===== config.mk =====
export PLATFORM = sky130hd
export DESIGN_NAME = wb_write_arbiter
export DESIGN_NICKNAME = d
export VERILOG_FILES = /design/src/rtl/wb_write_arbiter.sv
export SDC_FILE = /design/constraint.sdc
export NUM_CORES = 1
export LEC_CHECK = 0
export CORE_AREA = 2 2 158 129
export CTS_CLUSTER_DIAMETER = 60
export DETAILED_ROUTE_END_ITERATION = 12
export DIE_AREA = 0 0 160 131
export PLACE_DENSITY_LB_ADDON = 0.12
export SLEW_MARGIN = 10
export SYNTH_ARGS = -nofsm -noshare
export SYNTH_HDL_FRONTEND = slang
export SYNTH_SLANG_ARGS = --single-unit

===== constraint.sdc =====
create_clock -name clk -period 9.2 [get_ports clk]
set_clock_uncertainty 0.1 [all_clocks]
set_input_delay 1.84 -clock clk [delete_from_list [all_inputs] [get_ports clk]]
set_output_delay 1.84 -clock clk [all_outputs]
set_load 0.005 [all_outputs]

===== src/rtl/wb_write_arbiter.sv =====
// Writeback arbiter for the regfile's single write port. Each functional-unit
// channel has its own small FIFO; one head is granted per cycle round-robin.
`ifndef PHYSICAL_REG_NUM_WIDTH
`define PHYSICAL_REG_NUM_WIDTH 6
`endif
`ifndef REG_VAL_WIDTH
`define REG_VAL_WIDTH 32
`endif

module wb_write_arbiter #(
  parameter int NUM_FU    = 3,
  parameter int PHY_REG_W = `PHYSICAL_REG_NUM_WIDTH,
  parameter int REG_VAL_W = `REG_VAL_WIDTH,
  parameter int BUF_DEPTH = 2,
  localparam int PEND_W   = $clog2(NUM_FU*BUF_DEPTH+1)
) (
  input  logic                          clk,
  input  logic                          reset,
  input  logic                          flush,
  input  logic [NUM_FU-1:0]             fu_valid,
  output logic [NUM_FU-1:0]             fu_ready,
  input  logic [NUM_FU*PHY_REG_W-1:0]   fu_phy_reg,
  input  logic [NUM_FU*REG_VAL_W-1:0]   fu_val,
  output logic                          wb_wr_en,
  output logic [PHY_REG_W-1:0]          wb_phy_reg,
  output logic [REG_VAL_W-1:0]          wb_val,
  output logic [NUM_FU-1:0]             wb_grant,
  output logic [PEND_W-1:0]             pending_cnt
);

  localparam int PTR_W = $clog2(BUF_DEPTH);
  localparam int CNT_W = $clog2(BUF_DEPTH+1);
  localparam int FU_W  = $clog2(NUM_FU);

  logic [PHY_REG_W-1:0] tag_mem_q [NUM_FU][BUF_DEPTH];
  logic [REG_VAL_W-1:0] val_mem_q [NUM_FU][BUF_DEPTH];
  logic [PTR_W-1:0]     wr_ptr_q  [NUM_FU];
  logic [PTR_W-1:0]     rd_ptr_q  [NUM_FU];
  logic [CNT_W-1:0]     cnt_q     [NUM_FU];
  logic [CNT_W-1:0]     cnt_d     [NUM_FU];

  logic [FU_W-1:0]      rr_ptr_q, rr_ptr_d, winner, search_idx;
  logic [FU_W:0]        search_sum;
  logic                 found;
  logic [NUM_FU-1:0]    push, pop, nonempty;

  logic                 wb_wr_en_q;
  logic [PHY_REG_W-1:0] wb_phy_reg_q;
  logic [REG_VAL_W-1:0] wb_val_q;
  logic [NUM_FU-1:0]    wb_grant_q;
  logic [PEND_W-1:0]    pending_sum;

  // Ready depends only on registered counts, so a full channel stays blocked
  // at the edge where it is also popped.
  always_comb begin
    // NOTE: every always_comb output gets a default first so no latch is inferred.
    fu_ready    = '0;
    nonempty    = '0;
    push        = '0;
    pending_sum = '0;
    for (int i = 0; i < NUM_FU; i++) begin
      fu_ready[i] = (cnt_q[i] < CNT_W'(BUF_DEPTH));
      nonempty[i] = (cnt_q[i] != '0);
      push[i]     = fu_valid[i] & fu_ready[i] & ~flush;
      pending_sum = pending_sum + PEND_W'(cnt_q[i]);
    end
  end

  // Rotating priority search from rr_ptr_q over channels non-empty at cycle start.
  always_comb begin
    found      = 1'b0;
    winner     = '0;
    search_sum = '0;
    search_idx = '0;
    for (int k = 0; k < NUM_FU; k++) begin
      search_sum = {1'b0, rr_ptr_q} + (FU_W+1)'(k);
      if (search_sum >= (FU_W+1)'(NUM_FU)) search_sum = search_sum - (FU_W+1)'(NUM_FU);
      search_idx = search_sum[FU_W-1:0];
      if (!found && nonempty[search_idx]) begin
        found  = 1'b1;
        winner = search_idx;
      end
    end
  end

  always_comb begin
    pop = '0;
    if (found && !flush) pop[winner] = 1'b1;
    rr_ptr_d = (winner == FU_W'(NUM_FU-1)) ? '0 : winner + FU_W'(1);
    for (int i = 0; i < NUM_FU; i++) begin
      cnt_d[i] = cnt_q[i];
      if (push[i] && !pop[i])      cnt_d[i] = cnt_q[i] + CNT_W'(1);
      else if (!push[i] && pop[i]) cnt_d[i] = cnt_q[i] - CNT_W'(1);
    end
  end

  // NOTE: FIFO payload is not reset; pointers and counts alone decide validity.
  always_ff @(posedge clk) begin
    for (int i = 0; i < NUM_FU; i++) begin
      if (push[i]) begin
        tag_mem_q[i][wr_ptr_q[i]] <= fu_phy_reg[i*PHY_REG_W +: PHY_REG_W];
        val_mem_q[i][wr_ptr_q[i]] <= fu_val[i*REG_VAL_W +: REG_VAL_W];
      end
    end
  end

  // NOTE: sequential state uses non-blocking assignments only.
  always_ff @(posedge clk or posedge reset) begin
    if (reset) begin
      for (int i = 0; i < NUM_FU; i++) begin
        wr_ptr_q[i] <= '0;
        rd_ptr_q[i] <= '0;
        cnt_q[i]    <= '0;
      end
      rr_ptr_q     <= '0;
      wb_wr_en_q   <= 1'b0;
      wb_phy_reg_q <= '0;
      wb_val_q     <= '0;
      wb_grant_q   <= '0;
    end else if (flush) begin
      for (int i = 0; i < NUM_FU; i++) begin
        wr_ptr_q[i] <= '0;
        rd_ptr_q[i] <= '0;
        cnt_q[i]    <= '0;
      end
      rr_ptr_q   <= '0;
      wb_wr_en_q <= 1'b0;
      wb_grant_q <= '0;
    end else begin
      for (int i = 0; i < NUM_FU; i++) begin
        if (push[i]) wr_ptr_q[i] <= wr_ptr_q[i] + PTR_W'(1);
        if (pop[i])  rd_ptr_q[i] <= rd_ptr_q[i] + PTR_W'(1);
        cnt_q[i] <= cnt_d[i];
      end
      wb_wr_en_q <= found;
      wb_grant_q <= found ? (NUM_FU'(1) << winner) : '0;
      if (found) begin
        rr_ptr_q     <= rr_ptr_d;
        wb_phy_reg_q <= tag_mem_q[winner][rd_ptr_q[winner]];
        wb_val_q     <= val_mem_q[winner][rd_ptr_q[winner]];
      end
    end
  end

  assign wb_wr_en    = wb_wr_en_q;
  assign wb_phy_reg  = wb_phy_reg_q;
  assign wb_val      = wb_val_q;
  assign wb_grant    = wb_grant_q;
  assign pending_cnt = pending_sum;

endmodule


==> metrics.md, run 1 <==
| Metric | Value |
|---|---|
| Status | `finished, final reports clean` |
| R2r startpoint | `rr_ptr_q[0]` |
| Routed Antenna Nets | `0` |
| Clk slew on worst S/H paths | `60 ps` |
| Mapped Nets | `866` |
| R2r endpoint | `cnt_q[5]` |
| H-tree Lvls | `1` |
| RSZ-0062 raised after global routing | `no` |
| Area leader, netlist | `edfxtp_1` |
| Global route overflow | `0` |
| Final Routed Wirelength | `25800 µm` |
| CTS buffer count | `27` |
| Vias in the first global route | `7057` |
| CP Capture Type | `primary output` |
| Iteration-0 DRC count of the detailed router | `452` |
| Peak VDD IR | `0.291 mV` |
| Initial Util | `56.8%` |
| Area contributors post-synth | `edfxtp_1 62%, dfrtp_1 13%, mux2i_1 3.6%` |
| Initial antenna violation count | `2` |
| Hold Path Class | `flop to flop` |
| Worst slew pin tran | `1210 ps` |
| CP max FO | `6` |
| Pwr/cell area | `346 nW/µm²` |
| Final hold vios | `0` |
| Clock sinks | `284` |
| Clk Tree Root Cell | `clkbuf_16` |
| Ys Warns | `0` |
| Max Cap Viol | `0` |
| Setup TNS | `0 ps` |
| R2R setup slack | `4860 ps` |
| Drt pass-1 iters | `5` |
| FF+latch count, synth | `284` |
| First-pass GRT wire length | `38700 µm` |
| Via count | `6862` |
| Final Max Tran Viols | `0` |
| Hold wc startpoint | `rd_ptr_q[2]` |
| Die Wd | `160 µm` |
| Library cells used by synthesis | `39` |
| Largest register FFs | `192` |
| GRT Util Overall | `24.3%` |
| Post-Synthesis Cells | `740` |
| Final WS setup | `4710 ps` |
| Hold_buf cts | `0` |
| Worst EP required | `7260 ps` |
| Top-area cell type share of the netlist area | `62.0%` |
| R2R depth | `9` |
| Pin count of the biggest net entering global routing | `124` |
| Area delta synth->final | `25.2%` |
| Setup Buffers After CTS | `0` |
| Post-CTS sizing | `0` |
| Clk Latency, worst-skew pair | `520 ps` |
| Static leakage power | `5.04 nW` |
| Tcrit/Tclk final | `48.8%` |
| Die area | `21000 µm²` |
| Worst Hold Path EP | `rd_ptr_q[2]` |
| Fmax | `0.223 GHz` |
| Setup violations, final | `0` |
| CP arrival | `2550 ps` |
| Row count | `46` |
| Share of layout cells above drive strength 1 | `7.64%` |
| Fin nets | `1022` |
| Mapped cell area | `11000 µm²` |
| Detail Placement HPWL | `14700 µm` |
| Worst slack at placement | `4240 ps` |
| Util after Layout | `71.1%` |
| CTS tree | `done` |
| Sequential area share after synthesis | `74.7%` |
| Slew margin rel. | `19.5%` |
| Startpoint Class | `flop` |
| Final Wtd Congestion | `0.821` |
| Dpl cell area | `12900 µm²` |
| Mapped Avg Cell Area | `14.9 µm²` |
| Core box area | `19500 µm²` |
| Via density | `5.81` |
| Fin area | `13800 µm²` |
| Hold Path Cell Cnt | `1` |
| Fill cells | `1348` |
| WS Path Type | `flop to primary output` |
| Crit path time final | `4490 ps` |
| DR WL/cell | `21.8 µm` |
| DRC violations left | `0` |
| I/O pin cnt | `168` |
| Die height | `131 µm` |
| # port buffers | `167` |
| Worst-case clock buffer depth | `3` |
## logic make-up after synthesis
| family | after synthesis | synth area share, % |
|---|---|---|
| flip-flops | 284 | 74.7 |
| buffers and inverters | 65 | 2.56 |
| AND/OR/NAND/NOR | 160 | 6.20 |
| AO/OA/AOI/OAI | 173 | 11.1 |
| XOR/XNOR | 11 | 0.873 |
| adder cells (fa/ha/maj) | 6 | 0.816 |
| multiplexers | 41 | 3.73 |
## worst max-delay path: stages, from the launching register on
cell,delay [ps]
dfrtp_1,450
inv_1,130
fa_1,540
inv_1,40
ha_1,210
xnor2_1,140
clkdlybuf4s50_1,520
## per-stage QoR
step	instances	hold slack [ps]	power [mW]
detailed placement	1131	396	3.73
CTS	1180	405	4.81
floorplan	740	361	3.06
finish	1181	404	4.79
global placement	1131	395	3.63
global route	1180	440	5.05
## synthesized netlist by cell type
library cell  count
fa_1              2
mux2i_1          40
and2_1            1
and3b_1           2
buf_2            13
nand2b_1          2
nor2b_1           1
a21oi_1           4
a221o_1          38
nand2_1          83
xor2_1            3
o221ai_1          1
edfxtp_1        228
ha_1              4
a21o_1            2
or4_1             1
o21ai_0          44
o31a_1            1
a2bb2oi_1         1
a31oi_1          40
nor3_2            2
buf_4             4
nor2_2            1
a211oi_1         41
clkbuf_1         29
buf_6             1
nand3b_1          2
dfrtp_1          56
nor2_1           51
xnor2_1           8
o21a_1            1
nand3_1           4
nor4b_1           1
inv_1            15
mux2_2            1
or3b_1            1
nor3_1            3
buf_1             3
nor3b_1           5
## worst max-delay path by stage
stage	endpoint	slack (ps)	cells after the start	from
global route	cnt_q[5]	4510	9	rr_ptr_q[0]
detailed placement	wb_val[6]	4240	5	flush
global placement	wb_val[6]	4290	5	flush
floorplan	tag_mem_q[0][10]	3660	2	fu_valid[0]
CTS	pending_cnt[2]	4700	6	cnt_q[1]
finish	pending_cnt[2]	4710	6	cnt_q[1]
## routing by layer
layer / vias to the layer above / wire length [µm] / GRT usage [%]
met4: 0 / 442 / 7.00
met5: - / 0 / 0
li1: 3148 / - / -
met2: 247 / 12800 / 42.3
met1: 3434 / 10700 / 31.9
met3: 33 / 1810 / 4.73
## cell usage in the layout (no fill, tap or decap), drive strengths merged, types with 16 or more instances in the layout
master and n:
a211oi 41, nand2 83, nor2 52, mux2i 40, edfxtp 228, inv 16
clkbuf 32, dfrtp 56, a31oi 40, clkdlybuf4s50 167, a221o 38, o21ai 44
## final cells by class
class	count	area (µm²)	share of cell area, %
Tap cell	264	330	2.39
Sequential cell	284	8250	59.7
Clock buffer	32	714	5.17
Timing Repair Buffer	177	1750	12.6
Inverter	15	56.3	0.407
Multi-Input combinational cell	391	2560	18.6
Clock inverter	17	163	1.18
Antenna cell	1	2.50	0.0181
## power breakdown
part | total, mW | internal (mW) | switching [mW] | leakage (nW)
registers | 1.75 | 1.63 | 0.119 | 2.79
logic | 1.95 | 0.817 | 1.13 | 1.81
clock network | 1.09 | 0.638 | 0.453 | 0.438
Note: power is estimated with default switching activity, not from simulation.
==> run 2, diff against run 1 <==
--- a/config.mk
+++ b/config.mk
@@ -5,10 +5,10 @@
 export SDC_FILE = /design/constraint.sdc
 export NUM_CORES = 1
 export LEC_CHECK = 0
-export CORE_AREA = 2 2 158 129
+export CORE_AREA = 2 2 171 140
 export CTS_CLUSTER_DIAMETER = 60
 export DETAILED_ROUTE_END_ITERATION = 12
-export DIE_AREA = 0 0 160 131
+export DIE_AREA = 0 0 173 142
 export PLACE_DENSITY_LB_ADDON = 0.12
 export SLEW_MARGIN = 10
 export SYNTH_ARGS = -nofsm -noshare
==> constraint.sdc (replaced) <==
create_clock -name clk -period 3.85 [get_ports clk]
set_clock_uncertainty 0.1 [all_clocks]
set_input_delay 0.77 -clock clk [delete_from_list [all_inputs] [get_ports clk]]
set_output_delay 0.77 -clock clk [all_outputs]
set_load 0.005 [all_outputs]
==> run 2 against run 1 <==
  * Global-route usage decreased by 3.0 points
  * Sequential power is 140% higher
  * Design area is 1.9% higher
  * Combinational power is 140% higher
  * Routed wire length increased by 3.6%
  * Largest power group unchanged
  * Critical path depth unchanged
  * First-iteration DRC count is 17% higher
  * Sequential cell count unchanged
  * Count of clock-buffer cells in the layout rose by 7
  * Highest routed layer unchanged
  * Core utilization is 9.5 points lower
  * Clock power grew to 2.6 times the previous value
==> metrics.md, run 2 (same netlist as run 1, synthesis figures left out) <==
| Metric | Value |
|---|---|
| Drt pass-1 iters | `5` |
| Vias in the first global route | `7034` |
| Hold_buf cts | `0` |
| Register share of total power | `35.4%` |
| Internal power | `7.60 mW` |
| Clk Tree Root Cell | `clkbuf_16` |
| First-pass GRT wire length | `40100 µm` |
| Via density | `5.55` |
| Worst-case clock buffer depth | `3` |
| Commonest non-fill, non-tap cell in the layout | `edfxtp_1` |
| I/O pin cnt | `168` |
| Row count | `50` |
| Die area | `24600 µm²` |
| Largest register FFs | `192` |
| CP max stage cell | `fa_1` |
| Status | `finished, final reports clean` |
| Pwr/cell area | `832 nW/µm²` |
| Static leakage power | `5.13 nW` |
| Comb power frac | `40.5%` |
| DR WL/cell | `21.5 µm` |
| Tcrit/Tclk final | `89.7%` |
| CTS tree | `done` |
| Die Wd | `173 µm` |
| Fmax | `0.289 GHz` |
| CP most frequent cell | `inv_1` |
| Die height | `142 µm` |
| Fin nets | `1032` |
| Hold Path Class | `flop to flop` |
| Clock network power share | `24.1%` |
| Switching share of power | `35.2%` |
| Crit path max-delay family | `adder cells` |
| Metal3 WL | `1900 µm` |
| Initial antenna violation count | `2` |
| CP max FO | `6` |
| CP max stage delay | `540 ps` |
| Final hold vios | `0` |
| Routed Antenna Nets | `0` |
| Setup violations, final | `0` |
| Most frequent cells in the layout | `228 x edfxtp_1, 167 x clkdlybuf4s50_1, 83 x nand2_1` |
| Via count | `6889` |
| Clk slew on worst S/H paths | `60 ps` |
| Final Max Tran Viols | `0` |
| Pin count of the biggest net entering global routing | `96` |
| Crit path time final | `3450 ps` |
| Core box area | `22900 µm²` |
| Iteration-0 DRC count of the detailed router | `529` |
| Setup Buffers After CTS | `0` |
| Detail Placement HPWL | `15600 µm` |
| Routed length on met1 | `11400 µm` |
| Worst slew pin tran | `1030 ps` |
| Psw | `4.13 mW` |
| Clock sinks | `284` |
| WHS | `391 ps` |
| CP arrival | `2580 ps` |
| CP Capture Type | `primary output` |
| CTS buffer count | `28` |
| Critical Path, Cell by Cell | `inv_1, fa_1, inv_1, ha_1, xnor2_1, clkdlybuf4s50_1` |
| Share of layout cells above drive strength 1 | `9.05%` |
| Max Used Layer | `met4` |
| CP Buf/Inv Count | `3` |
| Global route overflow | `0` |
| Startpoint Class | `flop` |
| Peak VDD IR | `0.958 mV` |
| Post-CTS sizing | `0` |
| GRT Util Overall | `21.3%` |
| WL met2 | `12900 µm` |
| Clk Latency, worst-skew pair | `540 ps` |
| Total power | `11.7 mW` |
| Area delta synth->final | `27.7%` |
| Initial Util | `48.2%` |
| Worst EP required | `2980 ps` |
| # port buffers | `167` |
| H-tree Lvls | `1` |
| Final Routed Wirelength | `26700 µm` |
| Fill cells | `1763` |
| Max Cap Viol | `0` |
| RSZ-0062 raised after global routing | `no` |
| DRC violations left | `0` |
| WS Path Type | `flop to primary output` |
| Slew margin rel. | `31.5%` |
| Final Wtd Congestion | `0.845` |
-- run 2: cell type report --
class | instances | area, µm² | area share, %
Sequential cell | 284 | 8250 | 58.5
Clock buffer | 39 | 822 | 5.83
Clock inverter | 13 | 164 | 1.16
Timing Repair Buffer | 186 | 1840 | 13.1
Tap cell | 312 | 390 | 2.77
Inverter | 15 | 56.3 | 0.400
Antenna cell | 1 | 2.50 | 0.0178
Multi-Input combinational cell | 391 | 2570 | 18.2
-- run 2: path summary, 6_finish.rpt --
path | to | slack (ps) | startpoint | cells past startpoint
max | pending_cnt[2] | 400 | cnt_q[1] | 6
min in group asynchronous | wb_val[13] | 500 | reset | 2
min reg2reg | rd_ptr_q[2] | 390 | rd_ptr_q[2] | 1
max in group asynchronous | wb_val[27] | 2430 | reset | 3
max reg2reg | wb_phy_reg[4] | 620 | rr_ptr_q[0] | 9
min | rd_ptr_q[2] | 390 | rd_ptr_q[2] | 1
-- run 2: through the flow --
step	TNS [ps]	area, µm²	instances	worst slack (ps)	util [%]
after detailed placement	0	13100	1188	649	57.2
final	0	14100	1241	395	61.6
after global routing	0	14100	1240	280	61.5
after floorplan	-67540	11000	740	-538	-
after CTS	0	14100	1240	375	61.5
after global placement	0	13100	1188	728	57.2
-- run 2: metal layers --
metal,vias up,GRT usage [%]
li1,3162,-
met1,3418,28.6
met2,267,35.8
met3,42,4.38
met4,0,5.49
met5,-,0
-- run 2: power groups by stage --
stage | registers (mW) | logic (mW) | clock network, mW
floorplan | 4.16 | 3.15 | 0
global placement | 4.20 | 4.64 | 0
detailed placement | 4.20 | 4.79 | 0
CTS | 4.16 | 4.77 | 2.88
global route | 4.20 | 5.21 | 3.00
finish | 4.16 | 4.75 | 2.83
-- run 2: worst reg2reg max path, delay by kind of cell, from the launching register on --
family,cells,cell delay [ps]
flops,1,380
mux,1,220
buf+inv,1,100
fa+ha+maj,1,290
compound gates,4,990
simple gates,2,1090
